[config.mk]
export PLATFORM = sky130hd
export DESIGN_NAME = freq_m_ctrl
export DESIGN_NICKNAME = d
export VERILOG_FILES = /design/src/rtl/freq_m_ctrl.sv
export SDC_FILE = /design/constraint.sdc
export NUM_CORES = 1
export LEC_CHECK = 0
export ABC_CLOCK_PERIOD_IN_PS = 3200
export BUFFER_PORTS_ARGS = -buffer_cell sky130_fd_sc_hd__buf_4
export CELL_PAD_IN_SITES_DETAIL_PLACEMENT = 1
export CELL_PAD_IN_SITES_GLOBAL_PLACEMENT = 1
export CORE_MARGIN = 2
export CORE_UTILIZATION = 39
export CTS_BUF_LIST = sky130_fd_sc_hd__clkbuf_4 sky130_fd_sc_hd__clkbuf_8
export CTS_CLUSTER_DIAMETER = 40
export DETAILED_ROUTE_END_ITERATION = 8
export GPL_ROUTABILITY_DRIVEN = 0
export GPL_TIMING_DRIVEN = 1
export PLACE_DENSITY = 0.78
export SLEW_MARGIN = 15
export SYNTH_ARGS = -nofsm -noshare
export SYNTH_HDL_FRONTEND = slang
export SYNTH_SLANG_ARGS = --single-unit
[constraint.sdc]
create_clock -name clk_base -period 3.2 [get_ports clk_base]
set_clock_uncertainty 0.05 [all_clocks]
set_input_delay 0.48 -clock clk_base [delete_from_list [all_inputs] [get_ports clk_base]]
set_output_delay 0.48 -clock clk_base [all_outputs]
set_load 0.01 [all_outputs]
[src/rtl/freq_m_ctrl.sv]
// Frequency-meter measurement controller: gate divider auto-ranging,
// result capture and a one-entry valid/ready result buffer.
module freq_m_ctrl #(
  parameter int unsigned DEL_MAX = 8,
  parameter logic [31:0] LOW_TH  = 32'd1000,
  parameter logic [31:0] HIGH_TH = 32'd100_000_000
) (
  input  logic        clk_base,
  input  logic        rst_n,
  input  logic        enable,
  input  logic        auto_en,
  input  logic [4:0]  manual_del,
  input  logic        cout_b,
  input  logic [31:0] freq_mem,
  input  logic        cout_i,
  output logic [31:0] time_del,
  output logic [31:0] res_data,
  output logic [4:0]  res_del,
  output logic        res_ovf,
  output logic        res_lost,
  output logic        res_valid,
  input  logic        res_ready
);

  localparam logic [4:0] DMAX = 5'(DEL_MAX);

  typedef enum logic [1:0] {
    S_IDLE,
    S_SKIP,
    S_MEAS,
    S_CAP
  } state_e;

  state_e      state_q;
  logic [4:0]  del_q;
  logic        cout_b_d_q;
  logic [2:0]  ovf_sync_q;
  logic        ovf_seen_q;
  logic [31:0] res_data_q;
  logic [4:0]  res_del_q;
  logic        res_ovf_q;
  logic        res_lost_q;
  logic        res_valid_q;

  logic        fall;
  logic        ovf_rise;
  logic        xfer;
  logic [31:0] raw;
  logic [4:0]  man_sat;
  logic [4:0]  tgt_del;
  logic [4:0]  auto_del;
  logic [4:0]  nxt_del;

  assign fall     = cout_b_d_q & ~cout_b;
  assign ovf_rise = ovf_sync_q[1] & ~ovf_sync_q[2];
  assign xfer     = res_valid_q & res_ready;
  assign raw      = freq_mem >> del_q;
  assign man_sat  = (manual_del > DMAX) ? DMAX : manual_del;
  assign tgt_del  = auto_en ? DMAX : man_sat;
  assign nxt_del  = auto_en ? auto_del : man_sat;

  always_comb begin
    auto_del = del_q;
    if ((ovf_seen_q || raw > HIGH_TH) && del_q < DMAX)
      auto_del = del_q + 5'd1;
    else if (raw < LOW_TH && del_q != 5'd0)
      auto_del = del_q - 5'd1;
  end

  always_ff @(posedge clk_base or negedge rst_n) begin
    if (!rst_n) begin
      state_q     <= S_IDLE;
      del_q       <= 5'd0;
      cout_b_d_q  <= 1'b0;
      ovf_sync_q  <= 3'b000;
      ovf_seen_q  <= 1'b0;
      res_data_q  <= 32'd0;
      res_del_q   <= 5'd0;
      res_ovf_q   <= 1'b0;
      res_lost_q  <= 1'b0;
      res_valid_q <= 1'b0;
    end else begin
      cout_b_d_q <= cout_b;
      ovf_sync_q <= {ovf_sync_q[1:0], cout_i};
      if (xfer) begin
        res_valid_q <= 1'b0;
        res_lost_q  <= 1'b0;
      end
      if (!enable) begin
        state_q <= S_IDLE;
      end else begin
        unique case (state_q)
          S_IDLE: begin
            del_q   <= tgt_del;
            state_q <= S_SKIP;
          end
          S_SKIP: begin
            if (fall) begin
              ovf_seen_q <= 1'b0;
              state_q    <= S_MEAS;
            end
          end
          S_MEAS: begin
            if (fall) state_q <= S_CAP;
          end
          S_CAP: begin
            res_data_q  <= freq_mem;
            res_del_q   <= del_q;
            res_ovf_q   <= ovf_seen_q;
            res_lost_q  <= res_valid_q & ~res_ready;
            res_valid_q <= 1'b1;
            ovf_seen_q  <= 1'b0;
            if (nxt_del != del_q) begin
              del_q   <= nxt_del;
              state_q <= S_SKIP;
            end else begin
              state_q <= S_MEAS;
            end
          end
        endcase
      end
      // a new overflow edge outranks any clear in the same cycle
      if (ovf_rise) ovf_seen_q <= 1'b1;
    end
  end

  assign time_del  = {27'd0, del_q};
  assign res_data  = res_data_q;
  assign res_del   = res_del_q;
  assign res_ovf   = res_ovf_q;
  assign res_lost  = res_lost_q;
  assign res_valid = res_valid_q;

endmodule
==> impl_metrics.ini <==
[timing]
finalMaxSlewViolations = 0
setup_ws_ps = -856
final_hold_viol_count = 0
worst_pin_slew_ps = 716
finalSetupViolations = 7
fin_crit_sh_pct = 127
relSlewSlack_pct = 52.2
period_needed_ps = 4060
rsz0062_at_grt = true
fmax_ghz = 0.247
setup_tns_ps = -5470

[global_routing]
grt_pass1_wl_mm = 37.7
grt_pass1_vias = 6295
grt_max_degree = 53
grt_usage_pct = 34.9
antenna_found_initial = 0
grt_overflow_total = 0

[drt]
num_vias = 5929
drc = 0
vias_per_cell = 6.56
drt_iter0_drc = 581
wl_per_cell_um = 28.1
drt_wl_total_mm = 25.4
firstDrtPassIters = 5
ant_nets = 0

[synth]
yosysWarningCount = 0
yosys.area_share.simple_pct = 14.2
post_synth.cell_area_avg_um2 = 9.97
synth_compound_area_share_pct = 16.6
synth-seq-area-share_pct = 25.6
synthAdderAreaFrac_pct = 0.493
synth_seq_cells = 52
synth-main-ff-cell = dfrtp_1
synth_xor_area_share_pct = 0.690
synth_top_family_by_area = multiplexers
async_flop_share_pct = 100
synth_top_area_cell = dfrtp_1
muxShareOfSynthArea_pct = 32.8
synth_top_area_share_pct = 25.6
synth_enable_flop_cells = 0
mappedNetlistArea_mm2 = 0.00508
synth_area_leaders = dfrtp_1 (26%), mux2_2 (10%), mux4_2 (8.4%)
synthCells = 509
ys_types = 85

[clock_tree]
htreeDepth = 2
cts_tree = built
cts_buffer_depth = 2
ctsHoldBuffers = 0
clock-sinks = 52
clkTransAtPathRegs_ps = 110
clockRootBuffer = clkbuf_8
clk_latency_ps = 340
cts_inserted_buffers = 5

[setup_path]
required_ps = 3380
arrival_ps = 4240
r2r-end = del_q[3]
worst_r2r_path_depth = 14
rrSetupSlack_ps = -860
cp_max_fo = 13
criticalPathCategory = register to register
endpoint_kind = register
start_kind = register
r2r-start = del_q[1]

[die]
rows = 41
io_pins = 116
coreArea_mm2 = 0.0127
die_w_um = 118
dieArea_mm2 = 0.0139
start_util_pct = 40.1
die_h_um = 118

[place]
hpwl_mm = 16.8
post-place-ws_ps = -734
placed_cell_area_mm2 = 0.00685
port_buffers = 88

[power]
powerDensity_mw_per_mm2 = 405
power.switching_w = 0.00121
cellInternalPower_w = 0.00176
vdd_drop_max_mv = 0.309
p_leak_nw = 3.28
combPwrFrac_pct = 56.2
p_clk_share_pct = 14.3
swShare_pct = 40.7
pwr-share-seq_pct = 29.6

[run]
max-cap-violations = 0

[cells_and_area]
multi_input_comb_area_mm2 = 0.00363
fillers = 1396
seq_area_mm2 = 0.00131
fin_nets = 776
fin_area_mm2 = 0.00733
syn_to_final_growth_pct = 44.5
final_util_pct = 57.9
drive_gt1_share_pct = 52.7

[hold_path]
hold_class = input pin to async pin

[outcome]
status = finished, violations left
violations = negative setup slack
## worst max-delay path by stage
stage,start,slack (ps),end,cells past startpoint
2_1_floorplan,del_q[0],-310,del_q[3],12
3_3_place_gp,del_q[1],-670,del_q[0],13
5_1_grt,del_q[0],-890,del_q[3],13
4_1_cts,del_q[1],-680,del_q[3],15
6_report,del_q[1],-860,del_q[3],14
3_5_place_dp,del_q[1],-730,del_q[3],13
## per-stage QoR
step	power [W]	hold WS (ps)	cells
after floorplan	0.00161	134	535
after global placement	0.00226	284	878
after detailed placement	0.00235	286	878
after CTS	0.00282	158	894
after global routing	0.00308	182	903
final	0.00297	147	904
## cells in the final DEF (no fill, tap or decap), drive strengths merged, types with 4 or more instances in the layout
cell type	count
mux2	53
o211ai	4
mux4	28
a21oi	17
nand2b	4
conb	27
o22ai	5
a31oi	5
buf	255
nor3b	4
xnor2	4
nand3	13
mux2i	39
nor2b	5
and2	4
dfrtp	52
inv	12
nor3	15
nor4	4
a211oi	8
a22oi	5
nand2	44
clkbuf	7
o21ai	25
a31o	4
nor2	23
## cell usage after synthesis, drive strengths merged (3+ instances only)
master	n
nor4	4
xnor2	4
nand2	44
nor3b	4
a22o	3
inv	12
and2	4
a31o	4
nor2	23
mux2i	39
nor3	15
a211oi	8
a22oi	5
o211ai	4
nand2b	4
o22ai	5
o2111ai	3
dfrtp	52
and3	3
a21oi	17
nor2b	5
clkbuf	17
o21ai	25
a41oi	3
mux2	53
mux4	28
a31oi	5
buf	51
nand3	13
## repair_timing
item / 4_1_cts / 5_1_grt
endpoints found under the setup margin: 7 / 7
setup buffers: 9 / 9
pin swaps: 9 / 16
gates resized for setup: 18 / 30
## state kept, by name (all words and copies together) (netlist names)
register    count
ovf_seen_q      1
res_ovf         1
ovf_sync_q      3
del_q           5
res_del         5
cout_b_d_q      1
res_data       32
state_q         2
res_lost        1
res_valid       1
## power by group through the flow
stage | clock, W | sequential, W | combinational [W]
global route | 0.000461 | 0.000891 | 0.00173
detailed placement | 0 | 0.000893 | 0.00146
CTS | 0.000428 | 0.000874 | 0.00152
global placement | 0 | 0.000877 | 0.00138
floorplan | 0 | 0.000922 | 0.000685
finish | 0.000424 | 0.000879 | 0.00167
## metal layers
metal  vias up  share of wire, %  wire [µm]  GRT usage (%)
met5         -                 0          0              0
met1      2910                35       8960           38.6
met4         0               8.1       2070           22.4
li1       2337                 -          -              -
met2       479                47      12000           59.8
met3       203               9.3       2360           8.48
## kinds of logic after synthesis
logic type | count (synthesis)
AND/OR/NAND/NOR | 137
other | 1
flip-flops | 52
XOR/XNOR | 4
buffers and inverters | 80
adder cells (fa/ha/maj) | 2
multiplexers | 120
AO/OA/AOI/OAI | 113
## area by class of cell
cell class              count  area share (%)
clock buffers               6            1.04
clock inverters             2           0.188
flip-flops and latches     52            17.8
multi-input cells         403            49.5
inverters                  12           0.665
well taps                 172            2.93
repair buffers            256            27.8
diodes                      1          0.0341
## worst max-delay path, cell delays in order (launching register included)
cell	delay, ps
dfrtp_4	520
buf_12	160
buf_6	160
buf_4	170
mux2i_2	300
mux4_2	420
o211ai_1	130
o22ai_1	350
a32o_1	260
nand4_1	100
o21a_2	260
a211oi_4	280
o22ai_4	130
a31oi_4	300
mux2_4	350
Power figures use the tool's default switching activity.
